==> config.mk <==
export PLATFORM = sky130hd
export DESIGN_NAME = dm_arbiter
export DESIGN_NICKNAME = d
export VERILOG_FILES = /design/src/rtl/dm_arbiter_pkg.sv /design/src/rtl/dm_arbiter_rr_pick.sv /design/src/rtl/dm_arbiter.sv
export SDC_FILE = /design/constraint.sdc
export NUM_CORES = 1
export LEC_CHECK = 0
export CELL_PAD_IN_SITES_DETAIL_PLACEMENT = 0
export CELL_PAD_IN_SITES_GLOBAL_PLACEMENT = 1
export CORE_MARGIN = 2
export CORE_UTILIZATION = 26
export CTS_CLUSTER_SIZE = 40
export DETAILED_ROUTE_END_ITERATION = 7
export HOLD_SLACK_MARGIN = 0.1
export PLACE_DENSITY_LB_ADDON = 0.1
export SETUP_SLACK_MARGIN = 0.2
export SLEW_MARGIN = 20
export SYNTH_ARGS = -nofsm -noshare
export SYNTH_HDL_FRONTEND = slang
export SYNTH_HIERARCHICAL = 1
export SYNTH_SLANG_ARGS = --single-unit
==> constraint.sdc <==
create_clock -name clk -period 1.74 [get_ports clk]
set_clock_uncertainty 0.2 [all_clocks]
set_input_delay 0.174 -clock clk [delete_from_list [all_inputs] [get_ports clk]]
set_output_delay 0.174 -clock clk [all_outputs]
set_load 0.03 [all_outputs]
==> src/rtl/dm_arbiter_pkg.sv <==
// Shared encodings for the data-memory arbiter and its memory: access widths,
// FSM states and the captured command record.
package dm_arbiter_pkg;

  typedef enum logic [1:0] {
    ALIGN_WORD = 2'b00,
    ALIGN_HALF = 2'b01,
    ALIGN_BYTE = 2'b10,
    ALIGN_RSVD = 2'b11
  } align_e;

  typedef enum logic [1:0] {
    ST_IDLE   = 2'b00,
    ST_ACCESS = 2'b01,
    ST_RESP   = 2'b10
  } state_e;

  typedef struct packed {
    logic [31:0] pc;
    logic [31:0] addr;
    logic [31:0] wd;
    logic        we;
    align_e      align;
    logic        sign;
    logic        err;
  } cmd_t;

  // Misaligned, reserved-width or out-of-range accesses are rejected at capture.
  function automatic logic access_err(input align_e align, input logic [31:0] addr,
                                      input logic [31:0] limit);
    logic e;
    e = (addr >= limit);
    case (align)
      ALIGN_WORD: e = e | (addr[1:0] != 2'b00);
      ALIGN_HALF: e = e | addr[0];
      ALIGN_BYTE: e = e;
      default:    e = 1'b1;
    endcase
    return e;
  endfunction

endpackage

==> src/rtl/dm_arbiter_rr_pick.sv <==
// Combinational two-way round-robin selector: a lone requester wins, a tie goes
// to the requester that was not granted last.
module dm_rr_pick (
  input  logic [1:0] req,
  input  logic       last_gnt,
  output logic       winner,
  output logic       valid
);

  always_comb begin
    valid  = |req;
    winner = 1'b0;
    case (req)
      2'b01:   winner = 1'b0;
      2'b10:   winner = 1'b1;
      2'b11:   winner = ~last_gnt;
      default: winner = 1'b0;
    endcase
  end

endmodule

==> src/rtl/dm_arbiter.sv <==
// Two-requester data-memory arbiter: captures one command, drives the memory for
// a single ACCESS cycle, then returns a registered response to the owner.
module dm_arbiter
  import dm_arbiter_pkg::*;
#(
  parameter logic [31:0] ADDR_LIMIT = 32'h0000_3000
) (
  input  logic        clk,
  input  logic        rst,
  input  logic [1:0]  req,
  input  logic [63:0] req_pc,
  input  logic [63:0] req_addr,
  input  logic [1:0]  req_we,
  input  logic [3:0]  req_align,
  input  logic [1:0]  req_sign,
  input  logic [63:0] req_wd,
  output logic [1:0]  gnt,
  output logic [1:0]  rvalid,
  output logic [31:0] rdata,
  output logic [1:0]  err,
  output logic [31:0] dm_pc,
  output logic [31:0] dm_addr,
  output logic [31:0] dm_wd,
  output logic        dm_we,
  output logic [1:0]  dm_align,
  output logic        dm_sign,
  input  logic [31:0] dm_rd
);

  state_e      state_q, state_d;
  cmd_t        cmd_q, cmd_d;
  logic        last_gnt_q, last_gnt_d;
  logic [1:0]  gnt_q, gnt_d;
  logic [1:0]  rvalid_q, rvalid_d;
  logic [1:0]  err_q, err_d;
  logic [31:0] rdata_q, rdata_d;

  logic [31:0] pc_arr    [2];
  logic [31:0] addr_arr  [2];
  logic [31:0] wd_arr    [2];
  logic [1:0]  align_arr [2];

  logic pick_winner, pick_valid, capture;

  genvar gi;
  generate
    for (gi = 0; gi < 2; gi++) begin : g_unpack
      assign pc_arr[gi]    = req_pc[gi*32 +: 32];
      assign addr_arr[gi]  = req_addr[gi*32 +: 32];
      assign wd_arr[gi]    = req_wd[gi*32 +: 32];
      assign align_arr[gi] = req_align[gi*2 +: 2];
    end
  endgenerate

  dm_rr_pick u_pick (
    .req      (req),
    .last_gnt (last_gnt_q),
    .winner   (pick_winner),
    .valid    (pick_valid)
  );

  assign capture = pick_valid && ((state_q == ST_IDLE) || (state_q == ST_RESP));

  always_ff @(posedge clk or negedge rst) begin
    if (!rst) begin
      state_q    <= ST_IDLE;
      cmd_q      <= '0;
      last_gnt_q <= 1'b1;
      gnt_q      <= '0;
      rvalid_q   <= '0;
      err_q      <= '0;
      rdata_q    <= '0;
    end else begin
      state_q    <= state_d;
      cmd_q      <= cmd_d;
      last_gnt_q <= last_gnt_d;
      gnt_q      <= gnt_d;
      rvalid_q   <= rvalid_d;
      err_q      <= err_d;
      rdata_q    <= rdata_d;
    end
  end

  always_comb begin
    state_d = state_q;
    case (state_q)
      ST_IDLE, ST_RESP: state_d = capture ? ST_ACCESS : ST_IDLE;
      ST_ACCESS:        state_d = ST_RESP;
      default:          state_d = ST_IDLE;
    endcase
  end

  // last_gnt only moves on capture, so it also names the owner of the access in flight.
  always_comb begin
    cmd_d      = cmd_q;
    last_gnt_d = last_gnt_q;
    gnt_d      = '0;
    rvalid_d   = '0;
    err_d      = '0;
    rdata_d    = rdata_q;
    if (capture) begin
      cmd_d.pc    = pc_arr[pick_winner];
      cmd_d.addr  = addr_arr[pick_winner];
      cmd_d.wd    = wd_arr[pick_winner];
      cmd_d.we    = req_we[pick_winner];
      cmd_d.align = align_e'(align_arr[pick_winner]);
      cmd_d.sign  = req_sign[pick_winner];
      cmd_d.err   = access_err(align_e'(align_arr[pick_winner]), addr_arr[pick_winner],
                               ADDR_LIMIT);
      last_gnt_d  = pick_winner;
      gnt_d[pick_winner] = 1'b1;
    end
    if (state_q == ST_ACCESS) begin
      rvalid_d[last_gnt_q] = 1'b1;
      err_d[last_gnt_q]    = cmd_q.err;
      rdata_d              = (cmd_q.we || cmd_q.err) ? 32'h0 : dm_rd;
    end
  end

  always_comb begin
    dm_we    = (state_q == ST_ACCESS) && cmd_q.we && !cmd_q.err;
    dm_pc    = cmd_q.pc;
    dm_addr  = cmd_q.addr;
    dm_wd    = cmd_q.wd;
    dm_align = cmd_q.align;
    dm_sign  = cmd_q.sign;
  end

  assign gnt    = gnt_q;
  assign rvalid = rvalid_q;
  assign err    = err_q;
  assign rdata  = rdata_q;

endmodule

==> results.json <==
{
  "slew_headroom_pct": 70.01,
  "ys.flop_type": "dfrtp_1",
  "cp_max_fo": 14,
  "start_util_pct": 26.64,
  "start_kind": "register",
  "comb_power_share_pct": 34.7,
  "fin_util_pct": 44.77,
  "clock_latency_ns": 0.41,
  "root_buffer": "clkbuf_16",
  "power.share.clock_pct": 30.5,
  "final.min_clock_period_ns": 1.771,
  "slew_viol_final": 0,
  "syn_area_mm2": 0.006980,
  "synth_top_family_by_area": "buffers and inverters",
  "cap_violations": 0,
  "min_period_over_period_pct": 101.8,
  "hpwl_um": 17570,
  "synth-simple-area-share_pct": 8.371,
  "num_rows": 59,
  "pin_count": 374,
  "synth_mux_area_share_pct": 14.34,
  "hold_buffers": 1,
  "nets": 1201,
  "tightestPinTransition_ns": 0.4499,
  "final_common_cell": "clkdlybuf4s50_1",
  "vias_per_cell": 4.442,
  "p_sw_uw": 4164,
  "leakage_uw": 0.005062,
  "max_freq_ghz": 0.5646,
  "synth_compound_area_share_pct": 11.83,
  "port-buffer-count": 373,
  "htree_levels": 4,
  "synth_fa_ha_area_share_pct": 0,
  "cp-end-kind": "register",
  "fin_ws_ns": -0.03125,
  "crit_type": "reg2reg",
  "ys_seq_area_share_pct": 50.92,
  "p_per_area_mw_per_mm2": 1000,
  "clock-sinks": 142,
  "ys.warnings.count": 6,
  "dpl.cell_count": 1266,
  "grt_pass1_vias": 6151,
  "synth_area_per_cell_um2": 10.62,
  "first_pass_iters": 4,
  "p_int_uw": 7574,
  "clock_path_buffers": 2,
  "clk_pin_slew_ns": 0.07,
  "rsz0062_at_grt": "yes",
  "num-fill-cells": 2432,
  "async_reset_ff_share_pct": 100.0,
  "track_usage_pct": 16.03,
  "pwr-share-seq_pct": 34.8,
  "dpl-instance-area_mm2": 0.01069,
  "synth_edf_count": 0,
  "switching_share_pct": 35.47,
  "diodes": 0,
  "ys_seq_elements": 142,
  "finalHoldViolations": 0,
  "cp.required_ns": 1.83,
  "cts_inserted_buffers": 17,
  "grt_max_degree": 47,
  "routabilityCongestion": 0.8323,
  "syn_to_final_growth_pct": 68.08,
  "grt_first_pass_wirelength_um": 34890,
  "drtIter0Drc": 236,
  "vias": 5832,
  "overflow": 0,
  "stdcell_count": 1313,
  "synth_xor_area_share_pct": 0,
  "tritoncts": "done",
  "violations": "setup timing",
  "drt_wl_total_um": 23560,
  "status": "complete, but fails checks",
  "antenna_found_initial": 0,
  "setup_violations": 1,
  "ir_drop_v": 0.0004924,
  "fp.dieH_um": 167.9,
  "pre_cts_ws_ns": -0.3758,
  "min_path_type": "in2async",
  "layout-drive-gt1-share_pct": 27.61,
  "drc": 0,
  "post_drt_wl_per_cell_um": 17.95,
  "reg2reg_slack_ns": -0.03,
  "final_area_mm2": 0.01173,
  "synth_fp_nets": 893,
  "ant_nets": 0,
  "die_area_mm2": 0.02818,
  "syn_inst": 657,
  "die_w_um": 167.9,
  "ys_types": 31,
  "layout_common_cells": "clkdlybuf4s50_1, dfrtp_1, clkdlybuf4s15_2",
  "worst-endpoint-arrival_ns": 1.86,
  "core_mm2": 0.02621
}
## metal layers
| layer | part of all wire, % | vias to the layer above | track usage [%] |
|---|---|---|---|
| met3 | 8.9 | 21 | 6.159 |
| li1 | - | 2796 | - |
| met1 | 40 | 2764 | 18.59 |
| met5 | 0 | - | 0 |
| met4 | 1.6 | 0 | 4.575 |
| met2 | 49 | 251 | 27.60 |
## registers in the layout (all words and copies together) (netlist names)
name,flops
gnt,2
dm_wd,32
rvalid,2
cmd_q,2
state_q,2
dm_addr,32
dm_sign,1
rdata,32
last_gnt_q,1
dm_align,2
dm_pc,32
err,2
## cells by family after synthesis
logic type / count (synthesis)
multiplexers: 100
AO/OA/AOI/OAI: 139
flip-flops: 142
AND/OR/NAND/NOR: 133
buffers and inverters: 143
## repair_timing
action | 4_1_cts | 5_1_grt
endpoints found under the setup margin | 239 | 134
hold endpoints to repair | 142 | 41
buffers inserted | 3 | 5
gates cloned | 1 | 5
gates resized for setup | 418 | 65
pin swaps | 12 | 1
## through the flow
stage	TNS, ns	hold slack, ns	power [µW]
final	-0.03125	0.04499	11740
after global routing	-1.568	0.05980	12360
after CTS	-0.07685	0.04875	11840
after detailed placement	-21.02	-0.06562	8208
after global placement	-19.94	-0.07362	8169
after floorplan	0	-0.3216	6725
## layout make-up
cell class,instances,area (µm²),area share [%]
timing repair buffer,428,4468,38.08
clock buffer,17,425.4,3.626
tap,335,419.2,3.573
inverter,4,15.01,0.1280
clock inverter,15,145.1,1.237
multi-input combinational,372,2705,23.06
sequential,142,3555,30.30
## worst max-delay path, cell delays in order, from the launching register on
cell	delay, ns
dfstp_2	0.39
a21boi_4	0.23
buf_12	0.18
nor4b_2	0.21
nand4_1	0.16
a32oi_1	0.18
a21oi_1	0.09
## power groups by stage
| stage | combinational [µW] | clock, µW | sequential [µW] |
|---|---|---|---|
| 6_report | 4070 | 3580 | 4090 |
| 5_1_grt | 4340 | 3850 | 4160 |
| 4_1_cts | 4040 | 3700 | 4100 |
| 3_5_place_dp | 4060 | 0 | 4150 |
| 3_3_place_gp | 4030 | 0 | 4140 |
| 2_1_floorplan | 2610 | 0 | 4110 |
## worst paths after layout
path | start | endpoint | cells past startpoint
worst max-delay path | last_gnt_q | cmd_q[0] | 6
worst min-delay path | rst | dm_wd[13] | 2
worst max register to register | last_gnt_q | cmd_q[0] | 6
worst min register to register | dm_wd[25] | dm_wd[25] | 2
max in group asynchronous | rst | dm_addr[23] | 3
min in group clk | dm_rd[7] | rdata[7] | 2
## Yosys cell counts, types with 2 or more instances
library cell / instances / share of area, %
a21oi_1: 2 / 0.14
a22o_1: 32 / 4.0
and2_1: 3 / 0.27
buf_2: 7 / 0.50
buf_4: 115 / 12
buf_6: 5 / 0.81
clkbuf_1: 12 / 0.65
dfrtp_1: 141 / 51
inv_1: 3 / 0.16
mux2i_1: 100 / 14
nand2_1: 104 / 5.6
nand2b_1: 2 / 0.18
nand4_1: 2 / 0.18
nor2_1: 4 / 0.22
nor3b_1: 2 / 0.22
nor4_1: 8 / 0.72
nor4b_1: 2 / 0.25
o21ai_1: 100 / 7.2
Note: power is estimated with default switching activity, not from simulation.
